`config.mk`:
```
export PLATFORM = sky130hd
export DESIGN_NAME = signal_head_driver
export DESIGN_NICKNAME = d
export VERILOG_FILES = /design/src/rtl/signal_head_driver.sv
export SDC_FILE = /design/constraint.sdc
export NUM_CORES = 1
export LEC_CHECK = 0
export BUFFER_PORTS_ARGS = -buffer_cell sky130_fd_sc_hd__buf_2
export CORE_UTILIZATION = 45
export CTS_CLUSTER_SIZE = 25
export DETAILED_ROUTE_END_ITERATION = 10
export PLACE_DENSITY = 0.74
export SETUP_SLACK_MARGIN = 0.05
export SLEW_MARGIN = 5
export SYNTH_ARGS = -nofsm -noshare
export SYNTH_HDL_FRONTEND = slang
export SYNTH_SLANG_ARGS = --single-unit
```
`constraint.sdc`:
```
create_clock -name Clock -period 5.17 [get_ports Clock]
set_input_delay 0.517 -clock Clock [delete_from_list [all_inputs] [get_ports Clock]]
set_output_delay 0.517 -clock Clock [all_outputs]
set_load 0.1 [all_outputs]
```
`src/rtl/signal_head_driver.sv`:
```
// Railway signal head driver: decodes three 2-bit head codes into lamps and supervises them.
// Optional lamp-proving input and fault cause are enabled by defining LAMP_PROVE_EN.
module signal_head_driver #(
  parameter int FLASH_HALF     = 1,
  parameter int MIN_YELLOW     = 3,
  parameter int RECOVER_CYCLES = 2
) (
  input  logic       Clock,
  input  logic       Reset,
  input  logic [1:0] L1,
  input  logic [1:0] L2,
  input  logic [1:0] L3,
  input  logic       clr_fault,
`ifdef LAMP_PROVE_EN
  input  logic [8:0] lamp_ok,
`endif
  output logic [8:0] lamps,
  output logic       fault,
  output logic [1:0] fault_code,
  output logic       flash_phase,
  output logic [1:0] dbg_state
);

  typedef enum logic [1:0] {
    S_RUN     = 2'd0,
    S_FAULT   = 2'd1,
    S_RECOVER = 2'd2
  } state_t;

  localparam logic [1:0] C_FLASH  = 2'b00;
  localparam logic [1:0] C_GREEN  = 2'b01;
  localparam logic [1:0] C_YELLOW = 2'b10;
  localparam logic [1:0] C_RED    = 2'b11;

  localparam logic [1:0] F_NONE     = 2'b00;
  localparam logic [1:0] F_CONFLICT = 2'b01;
  localparam logic [1:0] F_SEQUENCE = 2'b10;
  localparam logic [1:0] F_LAMP     = 2'b11;

  localparam logic [7:0] FLASH_LAST   = 8'(FLASH_HALF - 1);
  localparam logic [3:0] MIN_Y4       = 4'(MIN_YELLOW);
  localparam logic [3:0] RECOVER_LAST = 4'(RECOVER_CYCLES - 1);
  localparam logic [8:0] ALL_RED      = 9'b001001001;

  state_t          state_q, state_d;
  logic [7:0]      flash_cnt;
  logic            flash_wrap, flash_next;
  logic [2:0][1:0] cur;
  logic [2:0][1:0] prev_q;
  logic [2:0][3:0] dwell_q, dwell_d;
  logic [3:0]      rec_cnt_q, rec_cnt_d;
  logic            conflict, seq_err, lamp_err, all_red, run_hold;
  logic [1:0]      cause, code_d;
  logic [8:0]      lamps_d;

  assign cur       = {L3, L2, L1};
  assign dbg_state = state_q;

  function automatic logic is_go(input logic [1:0] c);
    return (c == C_GREEN) || (c == C_YELLOW);
  endfunction

  // Returns {G,Y,R} for one head in RUN.
  function automatic logic [2:0] head_lamps(input logic [1:0] c, input logic ph);
    case (c)
      C_GREEN:  return 3'b100;
      C_YELLOW: return 3'b010;
      C_RED:    return 3'b001;
      default:  return {1'b0, ph, 1'b0};
    endcase
  endfunction

  // Lamps are registered alongside flash_phase, so decode against the phase it is about to take.
  assign flash_wrap = (flash_cnt == FLASH_LAST);
  assign flash_next = flash_wrap ? ~flash_phase : flash_phase;

  always_ff @(posedge Clock or negedge Reset) begin
    if (!Reset) begin
      flash_cnt   <= 8'd0;
      flash_phase <= 1'b0;
    end else begin
      flash_cnt   <= flash_wrap ? 8'd0 : flash_cnt + 8'd1;
      flash_phase <= flash_next;
    end
  end

  assign conflict = is_go(L1) && (is_go(L2) || is_go(L3));
  assign all_red  = (L1 == C_RED) && (L2 == C_RED) && (L3 == C_RED);

  always_comb begin
    seq_err = 1'b0;
    dwell_d = '0;
    for (int i = 0; i < 3; i++) begin
      if (prev_q[i] == C_GREEN  && cur[i] == C_RED)    seq_err = 1'b1;
      if (prev_q[i] == C_RED    && cur[i] == C_YELLOW) seq_err = 1'b1;
      if (prev_q[i] == C_YELLOW && cur[i] == C_GREEN)  seq_err = 1'b1;
      if (prev_q[i] == C_YELLOW && cur[i] == C_RED && dwell_q[i] < MIN_Y4) seq_err = 1'b1;
      if (cur[i] == C_YELLOW)
        dwell_d[i] = (dwell_q[i] == 4'd15) ? 4'd15 : dwell_q[i] + 4'd1;
    end
  end

`ifdef LAMP_PROVE_EN
  // bad_q remembers lamps that were commanded on but not proven in the previous cycle.
  logic [8:0] bad_q, bad_now;
  assign bad_now  = lamps & ~lamp_ok;
  assign lamp_err = |(bad_now & bad_q);
`else
  assign lamp_err = 1'b0;
`endif

  always_comb begin
    state_d   = state_q;
    cause     = F_NONE;
    code_d    = fault_code;
    rec_cnt_d = rec_cnt_q;
    case (state_q)
      S_RUN: begin
        if (conflict)      cause = F_CONFLICT;
        else if (seq_err)  cause = F_SEQUENCE;
        else if (lamp_err) cause = F_LAMP;
        if (cause != F_NONE) begin
          state_d = S_FAULT;
          code_d  = cause;
        end
      end
      S_FAULT: begin
        if (clr_fault && all_red) begin
          state_d   = S_RECOVER;
          rec_cnt_d = 4'd0;
        end
      end
      S_RECOVER: begin
        if (!all_red) begin
          state_d = S_FAULT;
        end else if (rec_cnt_q == RECOVER_LAST) begin
          state_d = S_RUN;
          code_d  = F_NONE;
        end else begin
          rec_cnt_d = rec_cnt_q + 4'd1;
        end
      end
      default: state_d = S_RUN;
    endcase
  end

  always_comb begin
    lamps_d = '0;
    if (state_d == S_RUN)
      lamps_d = {head_lamps(L3, flash_next), head_lamps(L2, flash_next), head_lamps(L1, flash_next)};
    else if (flash_next)
      lamps_d = ALL_RED;
  end

  // History is only tracked while staying in RUN; any other path reloads it as if all heads were Red.
  assign run_hold = (state_q == S_RUN) && (state_d == S_RUN);

  always_ff @(posedge Clock or negedge Reset) begin
    if (!Reset) begin
      state_q    <= S_RUN;
      rec_cnt_q  <= 4'd0;
      prev_q     <= {C_RED, C_RED, C_RED};
      dwell_q    <= '0;
      lamps      <= ALL_RED;
      fault      <= 1'b0;
      fault_code <= F_NONE;
    end else begin
      state_q    <= state_d;
      rec_cnt_q  <= rec_cnt_d;
      prev_q     <= run_hold ? cur : {C_RED, C_RED, C_RED};
      dwell_q    <= run_hold ? dwell_d : '0;
      lamps      <= lamps_d;
      fault      <= (state_d != S_RUN);
      fault_code <= code_d;
    end
  end

`ifdef LAMP_PROVE_EN
  always_ff @(posedge Clock or negedge Reset) begin
    if (!Reset) bad_q <= '0;
    else        bad_q <= run_hold ? bad_now : 9'd0;
  end
`endif

endmodule
```
Yosys cells after proc, flatten, opt, wreduce, memory -nomap -nowiden --
Cells that the tools add are included.
Storage, ports and cells: register bits 45, input bits 9, output and inout bits 15, logic and storage cells 127
Operators by class: add/sub/neg operators 5, order comparisons 3, eq/ne operators 29, mux-type cells 43, bitwise gates (word level) 1, reductions and logical operators 33
Operator list (number):
- two-way mux 4 bit | 9
- case mux 3 bit (3 select lines) | 3
- equality test 2 bit, second input constant | 13
- logical AND 1 bit | 20
- two-way mux 2 bit | 10
- adder 4 x 1 -> 4 bit, second input constant | 4
- equality test 2 x 1 -> 1 bit, second input constant | 7
- two-way mux 1 bit | 13
- equality test 4 bit, second input constant | 3
- < comparator 4 x 2 -> 1 bit, second input constant | 3
- two-way mux 12 bit | 1
- != test 2 bit, second input constant | 5
- two-way mux 9 bit | 1
- adder 8 x 1 -> 8 bit, second input constant | 1
- logical NOT 8 bit | 1
- two-way mux 8 bit | 1
- case mux 4 bit (2 select lines) | 1
- AND reduction 4 bit | 2
- nonzero test 2 bit | 4
- two-way mux 7 bit | 1
- two-way mux 6 bit | 1
- case mux 2 bit (3 select lines) | 1
- equality test 4 x 1 -> 1 bit, second input constant | 1
- logical NOT 2 bit | 2
- 3 further kinds | 6

Logic depth before layout (Yosys ltp) --
Gate-level depths: netlist of the first run.
word-level depth 23, mapped depth 8, depth with buffers taken out 8

Worst setup path before layout of the first run --
Ideal clock, no wire load.
path type register -> register, from register state_q[1] (netlist: dbg_state[1]), to register lamps[0], library setup time 0.082 ns, data arrival time 2.286 ns, data required time 5.088 ns, path slack 2.802 ns, cell stages (with the launch flop) 7, path buffers 1, clock period less this slack 2.368 ns, path through dfrtp_1 clkbuf_1 o21ai_0 mux2i_1 nor2_1 a22oi_4 mux2_4
Between the ends: cells in the longest elaborated chain, start to end 5, elaborated cells between the ends (all ways) 10, those cells by class eq/ne (2); mux (6); reduce/logical (2)
RTL lines:
- from (decl) | line 45 | state_t state_q, state_d;
- from (signal assigned) | line 168 | state_q <= state_d;
- two-way mux 2 bit | line 136 | end else if (rec_cnt_q == RECOVER_LAST) begin
- two-way mux 2 bit | line 134 | if (!all_red) begin
- case mux 2 bit (3 select lines) * | line 117 | case (state_q)
- logical NOT 2 bit * | line 149 | if (state_d == S_RUN)
- two-way mux 9 bit * | line 149
- net lamps_d[0] | line 54 | logic [8:0] lamps_d;
- to (signal assigned) | line 172 | lamps <= lamps_d;
- to (decl) | line 17 | output logic [8:0] lamps,
Mark *: on every way through the listed nets, which the timed path passes. The rest lies on a longest branch. A chain may end at the register's enable or synchronous reset.

Final worst setup path of the first run --
from input L2[0], to register dwell_q[7] (netlist bit)
Between the ends: cells in the longest elaborated chain, start to end 19, elaborated cells between the ends (all ways) 34, those cells by class eq/ne (3); mux (17); reduce/logical (14)
RTL lines:
- from (decl) | line 11 | input logic [1:0] L2,
- equality test 2 bit | line 88, 94, 97
- logical AND 1 bit | line 94 | if (prev_q[i] == C_GREEN && cur[i] == C_RED) seq_err = 1'b1;
- two-way mux 1 bit | line 94
- two-way mux 1 bit | line 95 | if (prev_q[i] == C_RED && cur[i] == C_YELLOW) seq_err = 1'b1;
- two-way mux 1 bit | line 96 | if (prev_q[i] == C_YELLOW && cur[i] == C_GREEN) seq_err = 1'b1;
- two-way mux 1 bit | line 97 | if (prev_q[i] == C_YELLOW && cur[i] == C_RED && dwell_q[i] < MIN_Y4) seq_err = 1'b1;
- two-way mux 1 bit | line 94
- two-way mux 1 bit | line 95
- [... 3 more ...]
- two-way mux 2 bit | line 119 | if (conflict) cause = F_CONFLICT;
- two-way mux 2 bit | line 117
- nonzero test 2 bit | line 122 | if (cause != F_NONE) begin
- two-way mux 2 bit | line 122
- case mux 2 bit (3 select lines) | line 117
- logical NOT 2 bit | line 156 | assign run_hold = (state_q == S_RUN) && (state_d == S_RUN);
- logical AND 1 bit | line 156
- two-way mux 12 bit * | line 171 | dwell_q <= run_hold ? dwell_d : '0;
- to (signal assigned) | line 171
- to (decl) | line 50 | logic [2:0][3:0] dwell_q, dwell_d;
Mark *: on every way between the ends. The rest lies on a longest branch, timed or not. The select of a mux whose other input is x is not followed.

==> results.py, run 1 <==
metrics = {
    "timing": {
        "fin_skew_ps": 5.194,
        "hold_viol": 0,
        "setup_slack_ps": 2426,
        "final.period_utilization_pct": 53.07,
        "worst_pin_slew_ps": 1103,
        "maxSlewViolCount": 0,
        "rsz0062_at_grt": "no",
        "period_needed_ps": 2744,
        "fin_tns_setup_ps": 0,
        "max_freq_mhz": 364.5,
        "hold_ws_ps": 370.6,
        "setup_viol": 0,
        "maxSlewHeadroom_pct": 25.84,
    },
    "hold_path": {
        "hold_path.class": "in -> async",
    },
    "logic_synthesis": {
        "syn_area_per_cell_um2": 10.81,
        "ys_seq_elements": 45,
        "netlist_area_um2": 2303,
        "synth_ff_type": "dfrtp_1",
        "yosysWarnings": 0,
        "synth.net_count": 244,
        "synth_cells": 213,
        "synth-edff-count": 0,
        "ys_seq_area_share_pct": 49.38,
        "async_reset_ff_share_pct": 100.0,
        "ys_types": 45,
    },
    "global_route": {
        "grt_pass1_wl_um": 6844,
        "overflow": 0,
        "antenna_found_initial": 0,
        "grt_pass1_vias": 1533,
        "grt_start_max_net_pins": 46,
        "grtUsageTotal_pct": 16.74,
    },
    "floorplan": {
        "io_pins": 24,
        "row_count": 25,
        "initial_utilization_pct": 47.82,
        "chipWidth_um": 73.55,
        "die_h_um": 73.55,
        "core_um2": 4817,
        "dieArea_um2": 5409,
    },
    "clocking": {
        "hold_buffers": 0,
        "cts.clk_slew.worst_paths_ps": 90,
        "cts_resized": 0,
        "cts_buffer_depth": 2,
        "cts_tree": "done",
        "post_cts_buffers": 0,
        "htree_levels": 2,
        "numCtsBuffers": 5,
        "root_buffer": "clkbuf_8",
        "clock_latency_ps": 300,
        "clock_sinks": 45,
    },
    "worst_setup_path": {
        "cp.required_ps": 5380,
        "r2r-end": "dwell_q[7]",
        "critPathMaxFanout": 13,
        "r2r_slack_ps": 2470,
        "worst_setup_path_end_kind": "register",
        "crit_path_cell_trace": "buf_2 -> inv_1 -> ha_1 -> mux2_2 -> a22oi_1 -> o21ai_2 -> nor4_2 -> nand2_1 -> a211oi_1",
        "crit_type": "in -> reg",
        "worstSetupStartpointType": "primary input",
        "r2r_cells": 6,
        "r2r_start": "prev_q[3]",
        "cpMaxStageDelayCell": "nor4_2",
        "arrival_ps": 2950,
        "crit_path_start": "L2[0]",
        "cp_slowest_stage_delay_ps": 900,
        "crit_path_end": "dwell_q[7]",
    },
    "final_layout": {
        "nets": 272,
        "fin_util_pct": 53.77,
        "area.growth.synth_to_final_pct": 12.44,
        "multi_input_area_um2": 1101,
        "seqCellArea_um2": 1137,
        "final_cell_mix": "dfrtp_1, buf_2, ha_1, nand2_1, nor2_1",
        "layout_commonest_cell": "dfrtp_1",
        "drive_above_1_share_pct": 21.49,
        "antenna_cells": 0,
        "fin_area_um2": 2590,
        "fillers": 447,
    },
    "power_and_ir_drop": {
        "power_switching_share_pct": 25.34,
        "ir_worst_vdd_uv": 175.6,
        "p_leak_nw": 1.277,
        "p_clk_share_pct": 35.3,
        "power_density_nw_per_um2": 248.7,
        "p_seq_share_pct": 55.7,
        "combPwrFrac_pct": 9.0,
        "intPower_mw": 0.4809,
        "power.switching_mw": 0.1632,
    },
    "job": {
        "cap_violations": 0,
    },
    "detailed_routing": {
        "wl_um": 4001,
        "viasPerCell": 5.184,
        "vias": 1602,
        "drcViolationCount": 0,
        "drtAntennaViolNets": 0,
        "drtPass1Iterations": 4,
        "drtIter0Drc": 67,
        "post_drt_wl_per_cell_um": 12.95,
    },
    "run_status": {
        "status": "finished, final reports clean",
    },
    "place": {
        "port_buffers": 23,
        "place_hpwl_um": 2912,
        "pre_cts_ws_ps": 2182,
        "place_area_um2": 2494,
        "place_congestion": 0.7667,
    },
}
-- worst max-delay path: cells and delay by family --
family	cells	cell delay, ps
buffers and inverters	2	190
AO/OA/AOI/OAI	3	550
AND/OR/NAND/NOR	2	1180
multiplexers	1	280
adder cells (fa/ha/maj)	1	230
-- registers in the layout (all words and copies together) (netlist names) --
name,flops
lamps,9
fault_code,2
flash_phase,1
dwell_q,12
prev_q,6
fault,1
flash_cnt,8
rec_cnt_q,4
dbg_state,2
-- worst min-delay path by stage --
stage                 startpoint  cells past startpoint            to  slack (ps)
finish                     Reset                      1  flash_cnt[5]         370
global route               Reset                      1  flash_cnt[5]         450
CTS                        Reset                      1  flash_cnt[5]         410
detailed placement  flash_cnt[7]                      1  flash_cnt[7]         470
global placement    flash_cnt[7]                      1  flash_cnt[7]         460
floorplan                  Reset                      0  dbg_state[0]         220
-- synthesized netlist by cell type (3+ instances only) --
library cell  instances  area (µm²)
dfrtp_1              36       900.9
o21ai_0               3       15.01
o22ai_1               3       18.77
nand2b_1              3       18.77
a211oi_1              4       30.03
inv_1                15       56.30
nand2_1              20       75.07
mux2_2                3       33.78
a21oi_1               4       20.02
xnor2_1               7       61.31
nor2b_1               3       18.77
ha_1                 22       275.3
nor2_1               16       60.06
and3_1                7       43.79
dfstp_2               9       236.5
mux2_4                3       45.04
nand3_1              14       70.07
nor3_1                5       25.02
-- layout make-up --
class | count | area share [%]
multi-input combinational | 151 | 42.51
clock buffer | 6 | 3.188
tap | 67 | 3.237
timing repair buffer | 23 | 4.444
sequential | 45 | 43.91
inverter | 15 | 2.174
clock inverter | 2 | 0.5314
-- per-stage QoR --
step / instances / power (mW)
after floorplan: 213 / 0.4035
after global placement: 301 / 0.4230
after detailed placement: 301 / 0.4241
after CTS: 309 / 0.6520
after global routing: 309 / 0.6738
final: 309 / 0.6441
-- logic make-up (layout without fill, tap and decap cells) --
family / count (synthesis) / after routing / synth area share (%)
flops: 45 / 45 / 49.38
fa+ha+maj: 22 / 22 / 11.95
xor+xnor: 9 / 9 / 3.422
buf+inv: 17 / 46 / 2.824
mux: 7 / 7 / 3.856
compound gates: 28 / 28 / 9.180
simple gates: 85 / 85 / 19.39
-- layer usage --
metal  track usage, %  wire, µm  up-vias
met5                0         0        -
li1                 -         -      797
met3            3.018       133        9
met2            25.69      1769       34
met1            22.94      2003      762
met4            7.906        95        0
-- power groups by stage --
stage               registers (mW)  clock network, mW  logic, mW
detailed placement           0.365                  0     0.0588
finish                       0.359              0.227     0.0581
CTS                          0.359              0.234     0.0590
floorplan                    0.379                  0     0.0246
global route                 0.359              0.250     0.0645
global placement             0.365                  0     0.0578
Power figures use the tool's default switching activity.
==> run 2: changes to the inputs <==
==> constraint.sdc (replaced) <==
create_clock -name Clock -period 2.7 [get_ports Clock]
set_input_delay 0.27 -clock Clock [delete_from_list [all_inputs] [get_ports Clock]]
set_output_delay 0.27 -clock Clock [all_outputs]
set_load 0.1 [all_outputs]
==> run 2 against run 1 <==
  * Clock power up 84%
  * Hold slack worse by 260 ps
  * Design area up 0.39%
  * Sequential power up 91%
  * Via count down 0.94%
  * Register-to-register slack worse by 2100 ps
  * Global-route usage up 1.1 points
  * Final cell count up 0.65%
  * Sequential cell count unchanged
  * Highest routed layer unchanged
==> results.py, run 2 (synthesized netlist as in run 1, its figures left out) <==
metrics = {
    "job": {
        "cap_violations": 0,
    },
    "power_and_ir_drop": {
        "ir_worst_vdd_uv": 284.8,
        "intPower_mw": 0.8949,
        "power_density_nw_per_um2": 467.8,
        "p_seq_share_pct": 56.5,
        "p_clk_share_pct": 34.3,
        "p_total_mw": 1.216,
        "power_switching_share_pct": 26.42,
        "p_leak_nw": 1.274,
        "power.switching_mw": 0.3213,
        "combPwrFrac_pct": 9.2,
    },
    "floorplan": {
        "die_h_um": 73.55,
        "dieArea_um2": 5409,
        "row_count": 25,
        "core_um2": 4817,
        "io_pins": 24,
        "chipWidth_um": 73.55,
        "initial_utilization_pct": 47.82,
    },
    "global_route": {
        "grtUsageTotal_pct": 17.80,
        "overflow": 0,
        "antenna_found_initial": 0,
        "grt_pass1_vias": 1565,
        "grt_pass1_wl_um": 7217,
        "grt_start_max_net_pins": 46,
    },
    "final_layout": {
        "largest_reg_flops": 12,
        "fillers": 455,
        "drive_above_1_share_pct": 22.13,
        "nets": 274,
        "final_cell_mix": "dfrtp_1, buf_2, ha_1, nand2_1, nor2_1",
        "antenna_cells": 0,
        "fin_util_pct": 53.97,
        "reg_top3": "dwell_q x12, lamps x9, flash_cnt x8",
        "area.growth.synth_to_final_pct": 12.87,
        "layout_commonest_cell": "dfrtp_1",
        "top_register": "dwell_q",
    },
    "worst_setup_path": {
        "arrival_ps": 2550,
        "cpMaxStageDelayCell": "or4b_1",
        "crit_path_start": "dwell_q[0]",
        "cp.required_ps": 2930,
        "worstSetupStartpointType": "register",
        "cp_slowest_stage_delay_ps": 520,
        "critPathMaxFanout": 10,
        "r2r_start": "dwell_q[0]",
        "critical_path.top_delay_family": "simple AND/OR/NAND/NOR gates",
        "cp.buffers_inverters": 0,
        "crit_path_cell_trace": "ha_1 -> or4b_1 -> o22ai_1 -> and2_2 -> nor3_2 -> a22oi_4 -> mux2_4",
        "worst_setup_path_end_kind": "register",
        "crit_type": "reg -> reg",
    },
    "timing": {
        "fin_skew_ps": 5.757,
        "setup_viol": 0,
        "max_freq_mhz": 430.6,
        "final.period_utilization_pct": 86.01,
        "fin_tns_setup_ps": 0,
        "worst_pin_slew_ps": 965.2,
        "hold_viol": 0,
        "maxSlewHeadroom_pct": 35.65,
        "maxSlewViolCount": 0,
        "rsz0062_at_grt": "no",
        "period_needed_ps": 2322,
    },
    "hold_path": {
        "hold_path.class": "in -> async",
    },
    "run_status": {
        "status": "finished, final reports clean",
    },
    "detailed_routing": {
        "drtPass1Iterations": 4,
        "post_drt_wl_per_cell_um": 12.93,
        "drtIter0Drc": 67,
        "wl_um": 4022,
        "drtAntennaViolNets": 0,
        "drcViolationCount": 0,
        "vias": 1587,
        "viasPerCell": 5.103,
    },
    "clocking": {
        "clock_latency_ps": 300,
        "cts_resized": 0,
        "post_cts_buffers": 0,
        "htree_levels": 2,
        "hold_buffers": 0,
        "cts.clk_slew.worst_paths_ps": 90,
        "cts_buffer_depth": 2,
        "clock_sinks": 45,
        "root_buffer": "clkbuf_8",
        "numCtsBuffers": 5,
        "cts_tree": "done",
    },
    "place": {
        "port_buffers": 23,
        "place_congestion": 0.8036,
        "place_hpwl_um": 2976,
    },
}
run 2: cell count changes in the layout (fill, tap and decap cells not counted), sizes merged:
cell      change
clkinvlp      +3
buf           +2
clkbuf        -1
clkinv        -2
run 2: worst register-to-register path, delay by kind of cell (launching register included):
family	cells	cell delay, ps
simple gates	3	780
compound gates	2	480
flops	1	410
mux	1	340
fa+ha+maj	1	260
run 2: power by group through the flow:
stage	sequential, mW	clock [mW]	combinational [mW]
after floorplan	0.725	0	0.0472
after global placement	0.700	0	0.112
after detailed placement	0.700	0	0.113
after CTS	0.687	0.436	0.114
after global routing	0.688	0.458	0.126
final	0.687	0.417	0.112
run 2: per-layer routing:
metal  up-vias  routed length (µm)  GRT usage (%)
li1        802                   -              -
met1       752                2000          24.31
met2        27                1794          27.12
met3         6                 160          4.527
met4         0                  66          7.051
met5         -                   0              0
run 2: layout make-up:
class | instances | area [µm²] | area share (%)
Clock inverter | 3 | 22.52 | 0.8662
Clock buffer | 5 | 68.82 | 2.647
Multi-Input combinational cell | 151 | 1101 | 42.35
Tap cell | 67 | 83.83 | 3.224
Sequential cell | 45 | 1137 | 43.74
Inverter | 15 | 56.30 | 2.166
Timing Repair Buffer | 25 | 130.1 | 5.005
run 2: worst paths after layout:
check | endpoint | slack [ps] | depth (start not counted)
min reg2reg | flash_cnt[7] | 480 | 1
max in group asynchronous | rec_cnt_q[0] | 1990 | 1
max reg2reg | lamps[0] | 380 | 7
min in group Clock | prev_q[5] | 240 | 3
min | flash_cnt[3] | 110 | 1
max | lamps[0] | 380 | 7
run 2: stage by stage:
stage	instances	instance area, µm²	hold WS, ps	worst slack, ps
2_1_floorplan	213	2303	-25.59	331.7
3_3_place_gp	303	2509	461.0	419.9
3_5_place_dp	303	2509	468.7	397.3
4_1_cts	311	2600	146.4	384.1
5_1_grt	311	2600	194.8	240.3
6_report	311	2600	113.5	377.8
==> run 3: changes to the inputs <==
--- a/config.mk
+++ b/config.mk
@@ -5,11 +5,11 @@
 export SDC_FILE = /design/constraint.sdc
 export NUM_CORES = 1
 export LEC_CHECK = 0
-export BUFFER_PORTS_ARGS = -buffer_cell sky130_fd_sc_hd__buf_2
 export CORE_UTILIZATION = 45
 export CTS_CLUSTER_SIZE = 25
 export DETAILED_ROUTE_END_ITERATION = 10
-export PLACE_DENSITY = 0.74
+export DONT_BUFFER_PORTS = 1
+export PLACE_DENSITY = 0.7
 export SETUP_SLACK_MARGIN = 0.05
 export SLEW_MARGIN = 5
 export SYNTH_ARGS = -nofsm -noshare
==> run 3 against run 2 <==
  * Count of clock-buffer cells in the layout unchanged
  * Critical endpoint unchanged
  * Sequential cell count unchanged
  * Clock skew down 3.9 ps
  * Fmax down 1.7%
  * Hold slack worse by 14 ps
  * Sequential power up 1%
  * Largest power group unchanged
  * Highest routed layer unchanged
  * Largest cell class unchanged
==> results.py, run 3 (synthesized netlist as in run 1, its figures left out) <==
metrics = {
    "run_status": {
        "status": "finished, final reports clean",
    },
    "final_layout": {
        "seqCellArea_um2": 1137,
        "fin_area_um2": 2576,
        "largest_reg_flops": 12,
        "reg_top3": "dwell_q x12, lamps x9, flash_cnt x8",
        "nets": 257,
        "fillers": 445,
        "antenna_cells": 0,
        "layout_commonest_cell": "dfrtp_1",
        "final_cell_mix": "dfrtp_1, ha_1, nand2_1, nor2_1, inv_1",
        "area.growth.synth_to_final_pct": 11.84,
        "drive_above_1_share_pct": 15.86,
        "top_register": "dwell_q",
        "multi_input_area_um2": 1101,
    },
    "timing": {
        "setup_viol": 0,
        "maxSlewViolCount": 0,
        "hold_viol": 0,
        "fin_tns_setup_ps": 0,
        "rsz0062_at_grt": "no",
        "period_needed_ps": 2361,
        "final.period_utilization_pct": 87.45,
        "fin_skew_ps": 1.886,
        "max_freq_mhz": 423.5,
        "worst_pin_slew_ps": 891.1,
        "maxSlewHeadroom_pct": 40.63,
    },
    "global_route": {
        "grtUsageTotal_pct": 16.99,
        "grt_pass1_wl_um": 6858,
        "grt_pass1_vias": 1478,
        "antenna_found_initial": 0,
        "grt_start_max_net_pins": 46,
        "overflow": 0,
    },
    "worst_setup_path": {
        "crit_path_start": "dwell_q[0]",
        "arrival_ps": 2590,
        "cp.required_ps": 2930,
        "r2r-end": "lamps[0]",
        "worstSetupStartpointType": "register",
        "r2r_slack_ps": 340,
        "r2r_start": "dwell_q[0]",
        "critPathMaxFanout": 10,
        "r2r_cells": 7,
        "worst_setup_path_end_kind": "register",
        "crit_path_end": "lamps[0]",
        "crit_type": "reg -> reg",
    },
    "place": {
        "place_hpwl_um": 2994,
        "place_congestion": 0.7835,
        "place_area_um2": 2424,
        "port_buffers": 0,
    },
    "clocking": {
        "cts_buffer_depth": 2,
        "numCtsBuffers": 5,
        "post_cts_buffers": 0,
        "cts.clk_slew.worst_paths_ps": 90,
        "root_buffer": "clkbuf_8",
        "clock_sinks": 45,
        "htree_levels": 2,
        "cts_resized": 0,
        "cts_tree": "done",
        "clock_latency_ps": 300,
    },
    "power_and_ir_drop": {
        "p_total_mw": 1.313,
        "power_density_nw_per_um2": 509.7,
        "p_leak_nw": 1.236,
        "ir_worst_vdd_uv": 421.8,
    },
    "detailed_routing": {
        "wl_um": 4052,
        "drtIter0Drc": 79,
        "drtAntennaViolNets": 0,
        "post_drt_wl_per_cell_um": 13.78,
        "vias": 1519,
        "drtPass1Iterations": 4,
        "drcViolationCount": 0,
        "viasPerCell": 5.167,
    },
    "floorplan": {
        "io_pins": 24,
        "dieArea_um2": 5409,
        "initial_utilization_pct": 47.82,
        "row_count": 25,
        "die_h_um": 73.55,
        "core_um2": 4817,
        "chipWidth_um": 73.55,
    },
    "hold_path": {
        "hold_path.class": "in -> reg",
    },
    "job": {
        "cap_violations": 0,
    },
}
==> run 3: changes by cell type in the layout (fill, tap and decap cells not counted), sizes merged <==
cell / previous run / this run
dlygate4sd3: 0 / 1
buf: 25 / 7
clkinvlp: 3 / 1
bufinv: 0 / 1
clkinv: 0 / 1
==> run 3: how the worst min path moves through the flow <==
stage          start           end  slack, ps  cells past startpoint
6_report       L2[0]     prev_q[2]        100                      2
5_1_grt        L1[0]     prev_q[0]         90                      2
4_1_cts        L1[0]     prev_q[0]         90                      2
3_5_place_dp   Reset    dwell_q[7]        -20                      0
3_3_place_gp   Reset    dwell_q[6]        -20                      0
2_1_floorplan  Reset  dbg_state[0]        -30                      0
==> run 3: worst max-delay path: stages (launching register included) <==
cell and delay, ps:
dfrtp_1 410, ha_1 260, or4b_1 520, o22ai_1 140, and2_2 190, nor3_2 80
a22oi_4 350, mux2_4 330
==> run 3: final cells by class <==
type | instances | area share [%]
Tap cell | 67 | 3.254
Clock buffer | 5 | 2.671
Inverter | 15 | 2.186
Multi-Input combinational cell | 151 | 42.74
Sequential cell | 45 | 44.15
Timing Repair Buffer | 8 | 3.205
Clock inverter | 3 | 1.797
==> run 3: per-layer routing <==
metal	routed length [µm]	vias to the layer above	track usage, %
met2	1742	31	25.08
met5	0	-	0
met1	2041	711	23.82
li1	-	768	-
met4	63	0	6.197
met3	205	9	4.664
==> run 3: power breakdown <==
part	internal (mW)	switching, mW
Clock	0.277	0.240
Combinational	0.0334	0.0678
Sequential	0.682	0.0137
==> run 3: repair_timing <==
| action | CTS | global route |
|---|---|---|
| endpoints found under the setup margin | 0 | 0 |
| hold endpoints to repair | 45 | 0 |
| hold buffers | 2 | 0 |
==> run 3: through the flow <==
stage	setup WS, ps	hold slack (ps)	cells	utilization [%]
finish	338.8	99.78	294	53.48
floorplan	331.7	-25.59	213	-
detailed placement	352.6	-23.93	284	50.31
global placement	353.6	-24.28	284	50.31
global route	246.6	91.64	294	53.48
CTS	337.9	94.02	294	53.48
